**src/rtl/multibyte_add_seq.sv**
```systemverilog
// Wide add/subtract sequencer: time-multiplexes one 8-bit adder over NBYTES
// byte slices, LSB first, with the carry chained through a register.
module multibyte_add_seq #(
  parameter int unsigned NBYTES = 4
) (
  input  logic                  clk,
  input  logic                  rst,
  input  logic                  start,
  input  logic                  sub,
  input  logic [8*NBYTES-1:0]   a,
  input  logic [8*NBYTES-1:0]   b,
  output logic                  busy,
  output logic                  done,
  output logic [8*NBYTES-1:0]   result,
  output logic                  cout,
  output logic                  ovf
);

  localparam int unsigned IW = (NBYTES > 1) ? $clog2(NBYTES) : 1;
  localparam logic [IW-1:0] LAST_IDX = IW'(NBYTES - 1);

  typedef enum logic [1:0] {
    S_IDLE = 2'd0,
    S_RUN  = 2'd1,
    S_DONE = 2'd2
  } state_t;

  state_t                  state;
  state_t                  state_n;
  logic [IW-1:0]           idx;
  logic                    carry;
  logic [NBYTES-1:0][7:0]  a_q;
  logic [NBYTES-1:0][7:0]  b_q;
  logic [NBYTES-1:0][7:0]  res_q;
  logic [8:0]              sum9;
  logic                    last;

  assign last   = (idx == LAST_IDX);
  assign result = res_q;

  // The single shared byte adder; bit 8 is the slice carry out.
  assign sum9 = {1'b0, a_q[idx]} + {1'b0, b_q[idx]} + {8'd0, carry};

  // State register.
  always_ff @(posedge clk or posedge rst) begin
    if (rst) state <= S_IDLE;
    else     state <= state_n;
  end

  // Next-state logic.
  always_comb begin
    state_n = state;
    case (state)
      S_IDLE:  if (start) state_n = S_RUN;
      S_RUN:   if (last)  state_n = S_DONE;
      S_DONE:  state_n = S_IDLE;
      default: state_n = S_IDLE;
    endcase
  end

  // Status flags registered from the next state so they track the FSM exactly.
  always_ff @(posedge clk or posedge rst) begin
    if (rst) begin
      busy <= 1'b0;
      done <= 1'b0;
    end else begin
      busy <= (state_n != S_IDLE);
      done <= (state_n == S_DONE);
    end
  end

  // Operand capture, byte-serial accumulation and final flag update.
  always_ff @(posedge clk or posedge rst) begin
    if (rst) begin
      idx   <= '0;
      carry <= 1'b0;
      a_q   <= '0;
      b_q   <= '0;
      res_q <= '0;
      cout  <= 1'b0;
      ovf   <= 1'b0;
    end else begin
      case (state)
        S_IDLE: begin
          if (start) begin
            a_q   <= a;
            // Subtraction as A + ~B + 1: invert B here, inject the +1 as carry-in.
            b_q   <= sub ? ~b : b;
            carry <= sub;
            idx   <= '0;
          end
        end
        S_RUN: begin
          res_q[idx] <= sum9[7:0];
          carry      <= sum9[8];
          if (last) begin
            cout <= sum9[8];
            ovf  <= (a_q[NBYTES-1][7] == b_q[NBYTES-1][7]) &
                    (sum9[7] != a_q[NBYTES-1][7]);
          end else begin
            idx <= idx + 1'b1;
          end
        end
        default: ;
      endcase
    end
  end

endmodule

```
**config.mk**
```make
export PLATFORM = sky130hd
export DESIGN_NAME = multibyte_add_seq
export DESIGN_NICKNAME = d
export VERILOG_FILES = /design/src/rtl/multibyte_add_seq.sv
export SDC_FILE = /design/constraint.sdc
export NUM_CORES = 1
export LEC_CHECK = 0
export ABC_AREA = 0
export CORE_UTILIZATION = 39
export CTS_BUF_LIST = sky130_fd_sc_hd__clkbuf_2 sky130_fd_sc_hd__clkbuf_4 sky130_fd_sc_hd__clkbuf_8
export DETAILED_ROUTE_END_ITERATION = 7
export PLACE_DENSITY = 0.74
export SYNTH_ARGS = -nofsm -noshare
export SYNTH_HDL_FRONTEND = slang
export SYNTH_SLANG_ARGS = --single-unit
```
**constraint.sdc**
```tcl
create_clock -name clk -period 4.35 [get_ports clk]
set_clock_uncertainty 0.1 [all_clocks]
set_input_delay 0.6525 -clock clk [delete_from_list [all_inputs] [get_ports clk]]
set_output_delay 0.6525 -clock clk [all_outputs]
set_load 0.02 [all_outputs]
```
==> flow_summary.ini <==
[floorplanning]
die_w_um = 115.7
rows = 41
die_area_sq_um = 13380
die_h_um = 115.7
core_sq_um = 12620
num_io_pins = 104
initial_core_util = 0.3993

[clocking]
cts_buffers = 9
postCtsSetupBuffers = 0
root_buffer = clkbuf_8
clock-sinks = 105
clk_pin_slew_ps = 100
cts_htree_levels = 3
ctsResizeCount = 0
cts_tree = yes
clk-insertion-delay-late_ps = 370
cts_buffer_depth = 2
ctsHoldBuffers = 0

[routing]
wire_per_inst_um = 15.32
routed_wl_um = 10770
num_vias = 3532
drt_iter0_drc = 213
route.detailed.drc = 0
via_per_inst = 5.024
dr.pass1.iters = 4
postRouteAntennaNets = 0

[global_route]
grt-ovfl-total = 0
grt_pass1_vias = 3511
grt-busiest-layer = met2
grt_use_met3 = 0.02667
antenna_found_initial = 0
grt_use_met2 = 0.3082
grt_start_max_net_pins = 92
grtUsageTotal = 0.1762
grt_pass1_wl_um = 17760
met1_usage = 0.2250

[synthesis]
synth_most_common_cell = dfrtp_1
synth_cell_types = 42
yosysWarnings = 0
synth-edff-count = 0
ys_ff_latch = 105
synth_area_sq_um = 5039
ys_top_cells_by_area = dfrtp_1 52%, mux2_2 7.8%, mux4_2 7.2%
syn-num-nets = 515
ys_top_cells_by_count = 105 x dfrtp_1, 40 x nor2_1, 35 x a21oi_1, 35 x mux2_2
yosys_most_used_dff = dfrtp_1
async_flop_share = 1.000
yosysTopAreaCell = dfrtp_1
avgSynthCellArea_sq_um = 11.61
yosys.area.top_type_share = 0.5215
ys_seq_area_frac = 0.5215
syn_inst = 434

[worst_setup_path]
worstPathArrival_ps = 3400
reg2regPathDepth = 9
crit_fanout = 12
timing.rr.start = idx[0]$_DFFE_PP0P_
r2r_slack_ps = 1150
crit_path_end_kind = flop
cp-start-kind = flop
timing.rr.end = result[6]$_DFFE_PP0P_
critPathKind = reg2reg
cp_data_required_time_ps = 4550

[placed_design]
post_dp_cell_area_sq_um = 6206
place_congestion = 0.8008
dp_slack_ps = 1167
dpl.hpwl_um = 8126
port_buffers = 103
dp_cells = 687

[timing]
finalSetupViolations = 0
finalCritPeriodShare = 0.7357
max_slew_margin = 0.3523
timing.hold.ws_ps = 386.5
fmax_mhz = 312.5
hold_viol = 0
tns_ps = 0
final.min_clock_period_ps = 3200
tightestPinTransition_ps = 971.6
fin_ws_ps = 1150
rsz0062_at_grt = no
maxSlewViolCount = 0

[cells_and_area]
finalNetCount = 607
multi_input_area_sq_um = 2247
antenna_cells = 0
fin_cells = 703
register_area_sq_um = 2628
fillers = 1130
drive_gt1_frac = 0.1563
postLayoutCellArea_sq_um = 6430
syn_to_final_growth_pct = 27.61
postLayoutCoreUtil = 0.5095

[outcome]
status = finished, final reports clean

[run]
maxCapViolCount = 0

[pwr]
leakage_nw = 2.640
p_per_area_nw_per_um2 = 887.1
power.total_mw = 5.704
vdd_drop_max_uv = 420.6

[min_path]
hold-path-endpoint = result[17]$_DFFE_PP0P_
hold_start = result[17]$_DFFE_PP0P_
hold_path_depth = 2
min_path_type = reg2reg
## cell type report
cell class / count / share of cell area
tap: 172 / 0.03347
multi-input combinational: 291 / 0.3495
inverter: 12 / 0.007394
sequential: 105 / 0.4086
clock buffer: 11 / 0.02257
timing repair buffer: 107 / 0.1662
clock inverter: 5 / 0.01226
## logic make-up (layout without fill, tap and decap cells)
kind of cell,Yosys count,after routing,share of synthesized area
muxes,56,56,0.1597
xor gates and xnor gates,35,35,0.06084
DFF,105,105,0.5215
and+or+nand+nor,102,102,0.09287
AOI/OAI and AO/OA,85,85,0.09635
buffers and inverters,38,135,0.03353
adders and majority gates,13,13,0.03526
## report_power, final
group	switching, mW	leakage (nW)	internal [mW]	total, mW
Clock	0.323	0.117	0.346	0.669
Combinational	1.78	1.29	1.48	3.25
Sequential	0.313	1.23	1.47	1.78
## layout by cell type (no fill, tap or decap), types with 3 or more instances in the layout
cell type and count:
o21a_1 3, nand2b_1 5, o21ai_0 27, mux2_2 35, nand2_1 33, o21ai_1 5
clkbuf_8 10, ha_1 11, xnor2_1 33, a21oi_1 35, inv_1 11, buf_4 3
nor2_1 40, or4_1 4, mux2i_1 5, mux4_2 16, nand3_1 8, clkdlybuf4s50_1 102
dfrtp_1 105
## worst max path at each step
stage                            start                     end  slack (ps)
floorplan                          rst      a_q[0]$_DFFE_PP0P_         840
global placement    idx[0]$_DFFE_PP0P_  result[14]$_DFFE_PP0P_        1260
detailed placement  idx[0]$_DFFE_PP0P_   result[6]$_DFFE_PP0P_        1170
CTS                 idx[0]$_DFFE_PP0P_   result[6]$_DFFE_PP0P_        1140
global route        idx[0]$_DFFE_PP0P_   result[6]$_DFFE_PP0P_         930
finish              idx[0]$_DFFE_PP0P_   result[6]$_DFFE_PP0P_        1150
## metal layers
metal / up-vias / wire, um
met5: - / 0
met2: 108 / 5478
met1: 1721 / 4613
met4: 0 / 165
li1: 1689 / -
met3: 14 / 515
## registers in the layout (all words and copies together), names as in the netlist
name / flops
a_q: 32
b_q: 32
result: 32
idx: 2
state: 2
busy: 1
carry: 1
cout: 1
done: 1
ovf: 1
## critical path: stages, from the launching register on
cell     delay [ps]
dfrtp_1         670
mux4_2          590
fa_1            460
inv_1            90
fa_1            250
nor2b_4          60
o21ai_2         150
a21oi_2         140
or4_1           530
nand3_1          90
Power figures use the tool's default switching activity.
